## src/rtl/rr_decode_arbiter.sv

```systemverilog
// Round-robin arbiter for 8 requesters with registered one-hot grant,
// bounded hold time with preemption, and a guard cycle between grants.
module rr_decode_arbiter #(
    parameter int unsigned MAX_HOLD = 16,
    parameter int unsigned CNT_W    = 8
) (
    input  logic       clk,
    input  logic       rst,
    input  logic [7:0] req,
    output logic [7:0] gnt,
    output logic [2:0] gnt_idx,
    output logic       gnt_valid,
    output logic       preempt
);

    typedef enum logic [1:0] {
        IDLE  = 2'd0,
        GRANT = 2'd1,
        GAP   = 2'd2
    } state_e;

    localparam logic [CNT_W-1:0] HOLD_LAST = CNT_W'(MAX_HOLD - 1);

    state_e           state_q, state_d;
    logic [7:0]       gnt_q, gnt_d;
    logic [2:0]       gnt_idx_q, gnt_idx_d;
    logic             gnt_valid_q, gnt_valid_d;
    logic             preempt_q, preempt_d;
    logic [2:0]       last_idx_q, last_idx_d;
    logic [CNT_W-1:0] hold_cnt_q, hold_cnt_d;

    logic [15:0] req_dbl;
    logic [3:0]  rot_sh;
    logic [7:0]  req_rot;
    logic [2:0]  win_off;
    logic [2:0]  win_idx;
    logic [7:0]  win_dec;
    logic        any_req;
    logic        others;
    logic        hold_done;

    // Rotate so bit 0 is the requester just after the last owner.
    always_comb begin
        req_dbl = {req, req};
        rot_sh  = {1'b0, last_idx_q} + 4'd1;
        req_rot = 8'(req_dbl >> rot_sh);
        win_off = 3'd0;
        for (int k = 7; k >= 0; k--) begin
            if (req_rot[k]) begin
                win_off = 3'(k);
            end
        end
        win_idx = last_idx_q + 3'd1 + win_off;
        any_req = |req;
    end

    always_comb begin
        win_dec = 8'd0;
        unique case (win_idx)
            3'd0: win_dec = 8'b0000_0001;
            3'd1: win_dec = 8'b0000_0010;
            3'd2: win_dec = 8'b0000_0100;
            3'd3: win_dec = 8'b0000_1000;
            3'd4: win_dec = 8'b0001_0000;
            3'd5: win_dec = 8'b0010_0000;
            3'd6: win_dec = 8'b0100_0000;
            3'd7: win_dec = 8'b1000_0000;
            default: win_dec = 8'd0;
        endcase
    end

    assign others    = |(req & ~gnt_q);
    assign hold_done = (hold_cnt_q == HOLD_LAST);

    always_comb begin
        state_d     = state_q;
        gnt_d       = gnt_q;
        gnt_idx_d   = gnt_idx_q;
        gnt_valid_d = gnt_valid_q;
        preempt_d   = 1'b0;
        last_idx_d  = last_idx_q;
        hold_cnt_d  = hold_cnt_q;
        unique case (state_q)
            IDLE, GAP: begin
                if (any_req) begin
                    state_d     = GRANT;
                    gnt_d       = win_dec;
                    gnt_idx_d   = win_idx;
                    gnt_valid_d = 1'b1;
                    last_idx_d  = win_idx;
                    hold_cnt_d  = '0;
                end else begin
                    state_d     = IDLE;
                    gnt_d       = 8'd0;
                    gnt_valid_d = 1'b0;
                end
            end
            GRANT: begin
                // Release wins over timeout, so no preempt pulse then.
                if (!req[gnt_idx_q]) begin
                    state_d     = GAP;
                    gnt_d       = 8'd0;
                    gnt_valid_d = 1'b0;
                end else if (hold_done && others) begin
                    state_d     = GAP;
                    gnt_d       = 8'd0;
                    gnt_valid_d = 1'b0;
                    preempt_d   = 1'b1;
                end else if (!hold_done) begin
                    hold_cnt_d = hold_cnt_q + CNT_W'(1);
                end
            end
            default: begin
                state_d     = IDLE;
                gnt_d       = 8'd0;
                gnt_valid_d = 1'b0;
            end
        endcase
    end

    always_ff @(posedge clk or posedge rst) begin
        if (rst) begin
            state_q     <= IDLE;
            gnt_q       <= 8'd0;
            gnt_idx_q   <= 3'd0;
            gnt_valid_q <= 1'b0;
            preempt_q   <= 1'b0;
            last_idx_q  <= 3'd7;
            hold_cnt_q  <= '0;
        end else begin
            state_q     <= state_d;
            gnt_q       <= gnt_d;
            gnt_idx_q   <= gnt_idx_d;
            gnt_valid_q <= gnt_valid_d;
            preempt_q   <= preempt_d;
            last_idx_q  <= last_idx_d;
            hold_cnt_q  <= hold_cnt_d;
        end
    end

    assign gnt       = gnt_q;
    assign gnt_idx   = gnt_idx_q;
    assign gnt_valid = gnt_valid_q;
    assign preempt   = preempt_q;

endmodule

```

## config.mk

```make
export PLATFORM = sky130hd
export DESIGN_NAME = rr_decode_arbiter
export DESIGN_NICKNAME = d
export VERILOG_FILES = /design/src/rtl/rr_decode_arbiter.sv
export SDC_FILE = /design/constraint.sdc
export NUM_CORES = 1
export LEC_CHECK = 0
export ABC_CLOCK_PERIOD_IN_PS = 2900
export CORE_MARGIN = 10
export CORE_UTILIZATION = 49
export CTS_CLUSTER_DIAMETER = 40
export DETAILED_ROUTE_END_ITERATION = 10
export GPL_ROUTABILITY_DRIVEN = 0
export PLACE_DENSITY = 0.75
export REMOVE_ABC_BUFFERS = 1
export SLEW_MARGIN = 20
export SYNTH_ARGS = -nofsm -noshare
export SYNTH_HDL_FRONTEND = slang
export SYNTH_SLANG_ARGS = --single-unit
```

## constraint.sdc

```tcl
create_clock -name clk -period 2.9 [get_ports clk]
set_clock_uncertainty 0.2 [all_clocks]
set_input_delay 0.58 -clock clk [delete_from_list [all_inputs] [get_ports clk]]
set_output_delay 0.58 -clock clk [all_outputs]
set_load 0.01 [all_outputs]
```

# Word level (Yosys, flattened, before mapping)
# Memories as Yosys holds them, arrays and structs flattened.
# Cells that the tools add are included.
word_totals:
  rom_bits: 64
  output_inout_bits: 13
  reg_bits: 26
  mem_count: 1
  mem_bits_rw: 0
  latch_bits: 0
  inputBits: 10
  word_cells: 62
op_classes:
  mul: 0
  add_sub_neg: 4
  order_cmp: 1
  shifts: 1
  reduce_logical: 8
  bitwise: 2
  n_div: 0
  muxes: 30
  eq_ne: 8
mem_list:
  columns: ["name", "words", "width", "rd", "rd_ports_with_merged_regs", "write_ports", "line_no", "rtl"]
  rows:
  - ["(no name shown)", 8, 8, 1, 0, 0, "59", "unique case (win_idx)"]
ops:
  columns: ["op", "n"]
  rows:
  - ["$mux 8", 7]
  - ["$pmux 8 s2", 2]
  - ["$mux 3", 8]
  - ["$reduce_or 8->1", 2]
  - ["$shr 16x4->8", 1]
  - ["$add 8x1->8 const B", 1]
  - ["$and 8x8->8", 1]
  - ["$eq 8x4->1 const B", 1]
  - ["$mux 1", 8]
  - ["$ne 2x2->1 const B", 4]
  - ["$not 8->8", 1]
  - ["$reduce_and 5->1", 1]
  - ["$add 3x1->4 const B", 1]
  - ["$lt 3x4->1 const B", 1]
  - ["$mux 2", 2]
  - ["$pmux 2 s2", 1]
  - ["$add 3x1->3 const B", 1]
  - ["$add 3x3->3", 1]
  - ["$bmux 1 s3", 1]
  - ["$ne 3x3->1 const B", 1]
  - ["$eq 2x1->1 const B", 1]
  - ["$eq 2x2->1 const B", 1]
  - ["$logic_not 2->1", 1]
  - ["$pmux 1 s2", 1]
  - ["4 further kinds", 4]

# Longest topological paths before layout
# Gate-level depths: netlist of the first run.
# An unclocked memory read counts as a cell.
logic_depth:
  word_depth: 14
  mapped_depth: 13
  mapped_depth_nobuf: 11

# Least setup slack after synthesis of the first run
# Ideal clock, no wire load.
synth_timing:
  path_kind: "reg2reg"
  startpoint: "reg last_idx_q[1]"
  endpoint: "reg gnt_q[7], in the netlist gnt[7]"
  path_stages_with_launch: 12
  n_path_buf: 2
  setup_time_ps: 76
  required_ps: 2624
  period_less_slack_ps: 3137
  t_arrival_ps: 2861
  path_slack_ps: -237
  path_cell_list: "dfstp_2 -> buf_2 -> buf_2 -> mux2i_1 -> a21oi_1 -> a211oi_1 -> o21ai_0 -> and3_1 -> ha_1 -> fa_1 -> or3_1 -> o21ai_1"
synth_between:
  elab_chain_len: 14
  elab_cells_between_ends: 15
  classes_between: "add/sub (3); shift (1); mux (10); memory (1)"
synth_lines:
  columns: ["element", "line_no", "rtl"]
  rows:
  - ["from (decl)", "29", "logic [2:0] last_idx_q, last_idx_d;"]
  - ["from (signal assigned)", "136", "last_idx_q <= last_idx_d;"]
  - ["$add 3x1->4", "45", "rot_sh = {1'b0, last_idx_q} + 4'd1;"]
  - ["$shr 16x4->8", "46", "req_rot = 8'(req_dbl >> rot_sh);"]
  - ["$mux 3 (8 in series)", "49", "if (req_rot[k]) begin"]
  - ["$add 3x3->3 *", "53", "win_idx = last_idx_q + 3'd1 + win_off;"]
  - ["$mem_v2 8x8 *", null, null]
  - ["$mux 8 *", "85", "if (any_req) begin"]
  - ["$pmux 8 s2 *", "83", "unique case (state_q)"]
  - ["to (signal assigned)", "132", "gnt_q <= gnt_d;"]
  - ["to (decl)", "25", "logic [7:0] gnt_q, gnt_d;"]
# Every way passes the cells marked *; elsewhere a longest branch is shown, timed or not.
# A chain may end at the register's enable or synchronous reset.

# Worst setup path after layout of the first run
layout_timing:
  startpoint: "reg last_idx_q[1]"
  endpoint: "reg gnt_q[3], in the netlist gnt[3]"
# Same word-level chain as after synthesis.

==> impl_metrics.env, run 1 <==
export IMPL_tritoncts="done"
export IMPL_register_area_um2=654
export IMPL_pin_count_of_the_biggest_net_entering_global_routing=27
export IMPL_rsz_0062_raised_after_global_routing="yes"
export IMPL_synth_xor_xnor_area_share_pct=3.28
export IMPL_drv_slew=0
export IMPL_drt_pass1_iterations=4
export IMPL_hpwlAfterDp_um=3960
export IMPL_run_status="finished with violations"
export IMPL_violations="setup timing"
export IMPL_yosys_warnings=0
export IMPL_cts_root_buf="sky130_fd_sc_hd__clkbuf_8"
export IMPL_critical_path_class="flop to flop"
export IMPL_syn_instance_count=217
export IMPL_postPlaceCellArea_um2=2370
export IMPL_critical_path_arrival_ns=3.09
export IMPL_worst_min_delay_path_category="flop to flop"
export IMPL_fillers=240
export IMPL_count_of_flip_flops_with_a_built_in_enable_after_synthesis=0
export IMPL_clock_sinks=26
export IMPL_crit_path_top_delay_cell="sky130_fd_sc_hd__dfstp_2"
export IMPL_synth_seq_cells=26
export IMPL_start_util_pct=52.2
export IMPL_cts_hold_fix_buffers=0
export IMPL_timing_final_setup_violations=10
export IMPL_path_max_fanout=8
export IMPL_die_height_um=80.5
export IMPL_clockBufferDepth=2
export IMPL_critical_path_cell_chain="mux2i_1 > buf_4 > o21ai_0 > a211oi_1 > o21ai_1 > and3_1 > ha_2 > fa_2 > or3_4 > o21ai_1"
export IMPL_power_total_mw=2.73
export IMPL_critical_path_buf_inv_count=1
export IMPL_post_synth_fa_ha_maj_area_fraction_pct=3.14
export IMPL_first_global_vias=1888
export IMPL_power_density_nw_per_um2=1060
export IMPL_initialDrtViolationCount=277
export IMPL_final_net_count=299
export IMPL_fp_dieArea_um2=6490
export IMPL_timing_final_crit_share_pct=107
export IMPL_syn_avg_cell_area_um2=8.27
export IMPL_wl_per_cell_um=16.9
export IMPL_post_route_cells_drive_above_1_share_pct=31.9
export IMPL_critical_path_required_ns=2.90
export IMPL_post_drt_via_cell_ratio=5.87
export IMPL_global_route_usage_total_pct=17.1
export IMPL_final_cell_area_um2=2580
export IMPL_grt_pass1_wl_um=9010
export IMPL_setup_worst_path_start_class="flop"
export IMPL_max_slew_margin_pct=51.9
export IMPL_setup_ws_ns=-0.190
export IMPL_multi_input_comb_area_um2=1140
export IMPL_pre_cts_slack_ns=-0.683
export IMPL_htree_levels=1
export IMPL_io_pin_count=23
export IMPL_drv_max_cap_violation_count=0
export IMPL_synth_compound_area_share_pct=23.1
export IMPL_placed_cells=320
export IMPL_hold_viol=0
export IMPL_synth_area_um2=1800
export IMPL_route_final_wire_length_um=5590
export IMPL_final_cell_count_no_fill=331
export IMPL_ys_seq_area_share_pct=36.4
export IMPL_achievable_frequency_mhz=324
export IMPL_clock_input_transition_at_the_sequential_cells_of_the_worst_setup_and_hold_paths_ns=0.09
export IMPL_setup_worst_path_end_class="flop"
export IMPL_peakVddDrop_mv=0.678
export IMPL_tightestPinTransition_ns=0.720
export IMPL_overflow=0
export IMPL_asyncSetResetFlopFracSynth_pct=100
export IMPL_insertedDiodeCount=0
export IMPL_timing_critical_path_slowest_cell_delay_ns=0.64
export IMPL_share_of_synthesized_area_spent_on_multiplexers_pct=5.92
export IMPL_cp_common_cell="sky130_fd_sc_hd__o21ai_1"
export IMPL_synthDistinctLibCells=53
export IMPL_hold_worst_slack_ns=0.296
export IMPL_drc_errors=0
export IMPL_power_leakage_nw=1.14
export IMPL_period_needed_ns=3.09
export IMPL_dominant_combinational_cell_family_by_area_after_synthesis="compound AO/OA/AOI/OAI gates"
export IMPL_worst_skew_pair_late_latency_ns=0.27
export IMPL_yosys_area_share_simple_pct=22.4
export IMPL_ant_nets=0
export IMPL_postSynth_topFlopCell="sky130_fd_sc_hd__dfrtp_1"
export IMPL_fp_coreArea_um2=3440
export IMPL_antenna_found_initial=0
export IMPL_area_growth_pct=43.8
export IMPL_fp_dieW_um=80.5
export IMPL_route_vias_total=1943
export IMPL_cpLargestDelayFamily="adder cells"
export IMPL_io_buffer_count=22
export IMPL_number_of_core_rows=21
export IMPL_tritoncts_buffers=3
placed cells by master, fill, tap and decap left out, drive strengths merged, types with 5 or more instances in the layout:
cell	synthesis	routed
nor2	25	25
nand2	26	26
mux2i	5	5
inv	11	11
o21ai	26	26
clkdlybuf4s50	0	14
dlygate4sd2	0	8
a21oi	12	12
nand3	11	11
buf	8	55
dfrtp	23	23
cell type report:
type	count	area share [%]
Clock buffer	4	1.74
Inverter	11	1.60
Multi-Input combinational cell	167	44.2
Sequential cell	26	25.3
Tap cell	46	2.23
Timing Repair Buffer	77	24.9
synth_stat cells (2+ instances only):
master	count	area share [%]
sky130_fd_sc_hd__nand2_1	26	5.4
sky130_fd_sc_hd__dfrtp_1	23	32
sky130_fd_sc_hd__inv_1	11	2.3
sky130_fd_sc_hd__nand3b_1	2	0.84
sky130_fd_sc_hd__a211oi_1	3	1.3
sky130_fd_sc_hd__xor2_1	2	0.98
sky130_fd_sc_hd__ha_1	2	1.4
sky130_fd_sc_hd__mux2i_1	5	2.8
sky130_fd_sc_hd__o32ai_1	2	0.98
sky130_fd_sc_hd__or3_1	2	0.70
sky130_fd_sc_hd__mux4_2	2	2.5
sky130_fd_sc_hd__clkbuf_1	5	1.0
sky130_fd_sc_hd__nand2b_1	3	1.0
sky130_fd_sc_hd__nor3_1	3	0.84
sky130_fd_sc_hd__nor4_1	3	1.0
sky130_fd_sc_hd__nor2_1	25	5.2
sky130_fd_sc_hd__buf_2	7	2.0
sky130_fd_sc_hd__dfstp_2	3	4.4
sky130_fd_sc_hd__nor2b_1	3	1.0
sky130_fd_sc_hd__o21ai_0	16	4.5
sky130_fd_sc_hd__o22ai_1	4	1.4
sky130_fd_sc_hd__o21ai_1	10	2.8
sky130_fd_sc_hd__a21oi_1	12	3.3
sky130_fd_sc_hd__o211ai_1	4	1.7
sky130_fd_sc_hd__nand3_1	11	3.1
worst paths after layout:
path	startpoint	cells after the start	end	slack (ns)
max in group asynchronous	rst	3	last_idx_q[0]	1.73
min in group asynchronous	rst	3	gnt_idx[2]	0.47
setup reg to reg	last_idx_q[1]	10	gnt[3]	-0.19
hold / removal	gnt_valid	2	gnt_valid	0.30
hold reg to reg	gnt_valid	2	gnt_valid	0.30
setup / recovery	last_idx_q[1]	10	gnt[3]	-0.19
where the power goes:
part | switching [mW] | internal (mW) | total, mW | leakage [nW]
clock network | 0.110 | 0.0983 | 0.208 | 0.0228
logic | 0.977 | 0.943 | 1.92 | 0.783
registers | 0.120 | 0.479 | 0.598 | 0.337
worst reg2reg max path, stage by stage, from the launching register on:
cell                       delay [ns]
sky130_fd_sc_hd__dfstp_2         0.64
sky130_fd_sc_hd__mux2i_1         0.26
sky130_fd_sc_hd__buf_4           0.15
sky130_fd_sc_hd__o21ai_0         0.09
sky130_fd_sc_hd__a211oi_1        0.22
sky130_fd_sc_hd__o21ai_1         0.10
sky130_fd_sc_hd__and3_1          0.16
sky130_fd_sc_hd__ha_2            0.18
sky130_fd_sc_hd__fa_2            0.49
sky130_fd_sc_hd__or3_4           0.41
sky130_fd_sc_hd__o21ai_1         0.14
cell families after synthesis:
kind of cell    Yosys count
simple gates             84
compound gates           66
flops                    26
buf+inv                  24
mux                       8
xor+xnor                  5
fa+ha+maj                 4
metal layers:
metal	global-route usage, %	vias to the layer above	part of all wire (%)
li1	-	912	-
met1	21.5	936	41
met2	28.3	87	49
met3	3.79	8	7.5
met4	5.11	0	1.6
met5	0	-	0
repair_timing:
item                                    CTS  global route
resized for setup                        36             6
buffers inserted                          6             1
endpoints found under the setup margin   12            12
pin swaps                                15             1
flip-flops by register name (all words and copies together), names as in the netlist:
| register | flops |
|---|---|
| gnt | 8 |
| state_q | 2 |
| hold_cnt_q | 8 |
| preempt | 1 |
| gnt_idx | 3 |
| last_idx_q | 3 |
| gnt_valid | 1 |
through the flow:
stage / util, % / TNS [ns]
3_3_place_gp: 68.9 / -7.34
5_1_grt: 75.0 / -2.30
4_1_cts: 73.7 / -0.616
2_1_floorplan: - / -0.261
6_report: 75.0 / -1.01
3_5_place_dp: 68.9 / -8.08
Power figures use the tool's default switching activity.
==> run 2: changes to the inputs <==
--- a/config.mk
+++ b/config.mk
@@ -6,7 +6,7 @@
 export NUM_CORES = 1
 export LEC_CHECK = 0
 export ABC_CLOCK_PERIOD_IN_PS = 2900
-export CORE_MARGIN = 10
+export CAP_MARGIN = 5
 export CORE_UTILIZATION = 49
 export CTS_CLUSTER_DIAMETER = 40
 export DETAILED_ROUTE_END_ITERATION = 10
==> run 2 against run 1 <==
Effect of this change:
- critical endpoint unchanged
- maximum frequency fell by 2.5%
- largest power group unchanged
- critical path depth is 1 higher
- sequential power hardly changed
- the run still ends with setup timing left
- utilization grew 1.6 points
==> impl_metrics.env, run 2 (same netlist as run 1, synthesis figures left out) <==
export IMPL_run_status="finished with violations"
export IMPL_violations="setup timing"
export IMPL_timing_final_setup_violations=12
export IMPL_fp_coreArea_um2=3420
export IMPL_most_common_layout_cells="sky130_fd_sc_hd__buf_4, sky130_fd_sc_hd__nand2_1, sky130_fd_sc_hd__nor2_1"
export IMPL_fp_dieW_um=62.5
export IMPL_drv_slew=0
export IMPL_clock_sinks=26
export IMPL_hold_start="hold_cnt_q[3]"
export IMPL_number_of_core_rows=21
export IMPL_area_growth_pct=45.9
export IMPL_groute_layer_met3_usage_pct=6.39
export IMPL_timing_final_crit_share_pct=109
export IMPL_hpwlAfterDp_um=3630
export IMPL_clockBufferDepth=2
export IMPL_io_pin_count=23
export IMPL_power_total_mw=3.00
export IMPL_die_height_um=62.5
export IMPL_achievable_frequency_mhz=315
export IMPL_final_cell_count_no_fill=331
export IMPL_cts_root_buf="sky130_fd_sc_hd__clkbuf_4"
export IMPL_setup_worst_path_end_class="flop"
export IMPL_tightestPinTransition_ns=0.789
export IMPL_regToRegStartpoint="last_idx_q[1]"
export IMPL_route_vias_total=2021
export IMPL_worst_min_delay_path_category="flop to flop"
export IMPL_htree_levels=1
export IMPL_io_buffer_count=22
export IMPL_critical_path_arrival_ns=3.23
export IMPL_tritoncts="done"
export IMPL_rsz_0062_raised_after_global_routing="yes"
export IMPL_setup_ws_ns=-0.270
export IMPL_worst_skew_pair_late_latency_ns=0.32
export IMPL_final_net_count=299
export IMPL_grt_most_used_layer="met2"
export IMPL_pin_count_of_the_biggest_net_entering_global_routing=27
export IMPL_path_max_fanout=5
export IMPL_fp_dieArea_um2=3910
export IMPL_grt_pass1_wl_um=8580
export IMPL_first_global_vias=1867
export IMPL_critical_path_required_ns=2.96
export IMPL_hold_viol=0
export IMPL_period_needed_ns=3.17
export IMPL_power_leakage_nw=1.18
export IMPL_groute_layer_met1_usage_pct=36.3
export IMPL_antenna_found_initial=0
export IMPL_power_density_nw_per_um2=1150
export IMPL_overflow=0
export IMPL_grt_use_met2_pct=44.6
export IMPL_fillers=243
export IMPL_tritoncts_buffers=3
export IMPL_max_slew_margin_pct=47.3
export IMPL_drt_pass1_iterations=5
export IMPL_start_util_pct=52.6
export IMPL_initialDrtViolationCount=180
export IMPL_post_drt_via_cell_ratio=6.11
export IMPL_timing_critical_path_from="last_idx_q[1]"
export IMPL_setup_worst_path_start_class="flop"
export IMPL_insertedDiodeCount=0
export IMPL_peakVddDrop_mv=0.786
export IMPL_route_final_wire_length_um=5740
export IMPL_global_route_usage_total_pct=27.8
export IMPL_ant_nets=0
export IMPL_final_common_cell="sky130_fd_sc_hd__buf_4"
export IMPL_wl_per_cell_um=17.3
export IMPL_drc_errors=0
export IMPL_post_route_cells_drive_above_1_share_pct=33.0
export IMPL_critical_path_class="flop to flop"
export IMPL_clock_input_transition_at_the_sequential_cells_of_the_worst_setup_and_hold_paths_ns=0.13
export IMPL_drv_max_cap_violation_count=0
export IMPL_placed_cells=316
run 2: final timing paths:
path                                       to  slack [ns]  cells past startpoint
min in group asynchronous       hold_cnt_q[7]        0.39                      3
max in group asynchronous       last_idx_q[1]        1.82                      3
worst max register to register         gnt[3]       -0.27                     11
worst min register to register  hold_cnt_q[3]        0.32                      1
worst max-delay path                   gnt[3]       -0.27                     11
worst min-delay path            hold_cnt_q[3]        0.32                      1
run 2: report_power, final:
part           internal [mW]  switching, mW
Sequential             0.478          0.121
Clock                 0.0769          0.105
Combinational           1.12           1.10
run 2: cell type report:
class / count / area (um2) / area share (%)
clock buffer: 4 / 36.3 / 1.39
inverter: 11 / 41.3 / 1.58
tap: 46 / 57.6 / 2.20
multi-input combinational: 167 / 1160 / 44.2
sequential: 26 / 654 / 25.0
timing repair buffer: 77 / 672 / 25.7
run 2: worst max-delay path, cell delays in order, from the launching register on:
cell and delay [ns]:
sky130_fd_sc_hd__dfstp_2 0.58, sky130_fd_sc_hd__buf_12 0.12, sky130_fd_sc_hd__mux2i_2 0.26, sky130_fd_sc_hd__buf_4 0.16
sky130_fd_sc_hd__o21ai_1 0.07, sky130_fd_sc_hd__a211oi_1 0.23, sky130_fd_sc_hd__o21ai_1 0.09, sky130_fd_sc_hd__and3_1 0.19
sky130_fd_sc_hd__ha_2 0.18, sky130_fd_sc_hd__fa_2 0.45, sky130_fd_sc_hd__or3_1 0.42, sky130_fd_sc_hd__o21ai_1 0.16
run 2: layer usage:
layer,vias up,part of all wire [%]
li1,915,-
met1,955,40
met2,125,48
met3,26,8.7
met4,0,3.9
met5,-,0
run 2: repair_timing:
action                                  4_1_cts  5_1_grt
endpoints found under the setup margin       12       13
buffers inserted                              5        7
pin swaps                                    12       12
resized for setup                            21       25
hold buffers                                  0        0
run 2: through the flow:
stage / utilization (%) / hold WS [ns] / setup TNS (ns) / instance area, um2 / setup WS (ns)
finish: 76.7 / 0.317 / -1.99 / 2620 / -0.270
global route: 76.7 / 0.349 / -2.72 / 2620 / -0.316
CTS: 72.2 / 0.300 / -1.30 / 2470 / -0.205
detailed placement: 68.9 / 0.271 / -7.26 / 2350 / -0.652
global placement: 68.9 / 0.260 / -6.91 / 2350 / -0.620
floorplan: - / 0.266 / -0.261 / 1730 / -0.130
==> run 3: changes to the inputs <==
--- a/config.mk
+++ b/config.mk
@@ -6,12 +6,13 @@
 export NUM_CORES = 1
 export LEC_CHECK = 0
 export ABC_CLOCK_PERIOD_IN_PS = 2900
-export CAP_MARGIN = 5
+export CAP_MARGIN = 25
 export CORE_UTILIZATION = 49
 export CTS_CLUSTER_DIAMETER = 40
 export DETAILED_ROUTE_END_ITERATION = 10
 export GPL_ROUTABILITY_DRIVEN = 0
-export PLACE_DENSITY = 0.75
+export PLACE_DENSITY = 0.87
+export RECOVER_POWER = 50
 export REMOVE_ABC_BUFFERS = 1
 export SLEW_MARGIN = 20
 export SYNTH_ARGS = -nofsm -noshare
==> run 3 against run 2 <==
Effect of this change:
- the flow still finishes with violations (setup timing)
- critical path depth rose by 1
- clock-buffer cell count stayed put
- utilization grew 0.33 points
- total power increased by 2.3%
- critical endpoint is now gnt[6]
- largest cell class unchanged
- highest routed layer unchanged
==> impl_metrics.env, run 3 (same netlist as run 1, synthesis figures left out) <==
export IMPL_hold_viol=0
export IMPL_critical_path_required_ns=2.97
export IMPL_rsz_0062_raised_after_global_routing="yes"
export IMPL_drv_max_cap_violation_count=0
export IMPL_grt_pass1_wl_um=9500
export IMPL_tightestPinTransition_ns=1.30
export IMPL_clock_input_transition_at_the_sequential_cells_of_the_worst_setup_and_hold_paths_ns=0.14
export IMPL_totalNegativeSetupSlack_ns=-2.29
export IMPL_path_max_fanout=6
export IMPL_critical_path_class="flop to flop"
export IMPL_pin_count_of_the_biggest_net_entering_global_routing=27
export IMPL_peakVddDrop_mv=0.871
export IMPL_run_status="finished with violations"
export IMPL_fp_dieArea_um2=3910
export IMPL_setup_worst_path_start_class="flop"
export IMPL_hpwlAfterDp_um=3840
export IMPL_clockBufferDepth=2
export IMPL_drv_slew=0
export IMPL_final_net_count=302
export IMPL_route_vias_total=2077
export IMPL_htree_levels=1
export IMPL_pre_cts_slack_ns=-0.642
export IMPL_fp_coreArea_um2=3420
export IMPL_most_common_layout_cells="sky130_fd_sc_hd__buf_4, sky130_fd_sc_hd__nor2_1, sky130_fd_sc_hd__nand2_1"
export IMPL_placed_cells=314
export IMPL_power_density_nw_per_um2=1170
export IMPL_initialDrtViolationCount=227
export IMPL_start_util_pct=52.6
export IMPL_first_global_vias=1995
export IMPL_clock_sinks=26
export IMPL_timing_final_setup_violations=12
export IMPL_cts_root_buf="sky130_fd_sc_hd__clkbuf_4"
export IMPL_final_common_cell="sky130_fd_sc_hd__buf_4"
export IMPL_power_leakage_nw=1.17
export IMPL_worst_skew_pair_late_latency_ns=0.34
export IMPL_worst_min_delay_path_category="flop to flop"
export IMPL_ant_nets=0
export IMPL_fp_dieW_um=62.5
export IMPL_io_pin_count=23
export IMPL_number_of_core_rows=21
export IMPL_drt_pass1_iterations=4
export IMPL_overflow=0
export IMPL_die_height_um=62.5
export IMPL_period_needed_ns=3.19
export IMPL_tritoncts_buffers=3
export IMPL_setup_worst_path_end_class="flop"
export IMPL_timing_final_crit_share_pct=110
export IMPL_insertedDiodeCount=0
export IMPL_area_growth_pct=46.5
export IMPL_tritoncts="done"
export IMPL_io_buffer_count=22
export IMPL_wl_per_cell_um=17.8
export IMPL_post_route_cells_drive_above_1_share_pct=33.7
export IMPL_setup_ws_ns=-0.293
export IMPL_violations="setup timing"
export IMPL_global_route_usage_total_pct=30.8
export IMPL_critical_path_arrival_ns=3.27
export IMPL_final_cell_count_no_fill=334
export IMPL_drc_errors=0
export IMPL_max_slew_margin_pct=13.4
export IMPL_route_final_wire_length_um=5940
export IMPL_achievable_frequency_mhz=313
export IMPL_post_drt_via_cell_ratio=6.22
export IMPL_antenna_found_initial=0
[run 3: cell types whose count changed in the layout (fill, tap and decap cells not counted), moves of 2 or more]
cell,delta
sky130_fd_sc_hd__buf_4,-3
sky130_fd_sc_hd__buf_6,+6
sky130_fd_sc_hd__dlygate4sd2_1,+2
sky130_fd_sc_hd__dlymetal6s2s_1,-2
[run 3: path summary, 6_finish.rpt]
check | startpoint | endpoint | slack (ns) | cells past startpoint
hold reg to reg | gnt_valid | gnt_valid | 0.32 | 2
hold / removal | gnt_valid | gnt_valid | 0.32 | 2
min in group asynchronous | rst | hold_cnt_q[3] | 0.89 | 3
max in group asynchronous | rst | state_q[0] | 0.84 | 3
setup / recovery | last_idx_q[1] | gnt[6] | -0.29 | 12
setup reg to reg | last_idx_q[1] | gnt[6] | -0.29 | 12
[run 3: layer usage]
| layer | track usage (%) | part of all wire [%] | up-vias |
|---|---|---|---|
| met5 | 0 | 0 | - |
| met4 | 8.72 | 2.6 | 0 |
| met3 | 6.39 | 7.1 | 21 |
| met2 | 50.3 | 47 | 122 |
| met1 | 41.2 | 43 | 1014 |
| li1 | - | - | 920 |
[run 3: worst max-delay path, cell delays in order (launching register included)]
cell and delay, ns:
sky130_fd_sc_hd__dfstp_2 0.65, sky130_fd_sc_hd__or2b_4 0.31, sky130_fd_sc_hd__o211ai_1 0.10, sky130_fd_sc_hd__o21ai_1 0.13
sky130_fd_sc_hd__buf_4 0.15, sky130_fd_sc_hd__buf_4 0.13, sky130_fd_sc_hd__o21ai_2 0.13, sky130_fd_sc_hd__and3_1 0.17
sky130_fd_sc_hd__ha_2 0.18, sky130_fd_sc_hd__fa_2 0.45, sky130_fd_sc_hd__buf_6 0.15, sky130_fd_sc_hd__nand3b_1 0.21
sky130_fd_sc_hd__o21ai_1 0.19
[run 3: cell type report]
cell class / instances / area [um2]
Multi-Input combinational cell: 167 / 1150
Inverter: 11 / 41.3
Timing Repair Buffer: 80 / 693
Sequential cell: 26 / 654
Tap cell: 46 / 57.6
Fill cell: 236 / 786
Clock buffer: 4 / 36.3
[run 3: metrics by stage]
stage | instance area [um2] | hold WS [ns] | util (%) | power [mW]
final | 2630 | 0.318 | 77.0 | 3.07
after CTS | 2520 | 0.319 | 73.8 | 2.57
after floorplan | 1730 | 0.266 | - | 1.50
after global routing | 2630 | 0.350 | 77.0 | 3.23
after global placement | 2330 | 0.261 | 68.1 | 2.08
after detailed placement | 2330 | 0.287 | 68.1 | 2.15
[run 3: timing repair]
| action | in CTS | in global routing |
|---|---|---|
| setup endpoints to repair | 12 | 12 |
| pin swaps | 15 | 15 |
| hold buffers | 0 | 0 |
| cloned | 0 | 0 |
| resized for setup | 39 | 14 |
| setup buffers | 11 | 5 |
[run 3: power breakdown]
| part | switching (mW) | internal [mW] |
|---|---|---|
| Combinational | 1.14 | 1.14 |
| Sequential | 0.128 | 0.478 |
| Clock | 0.107 | 0.0770 |
| Total | 1.38 | 1.70 |
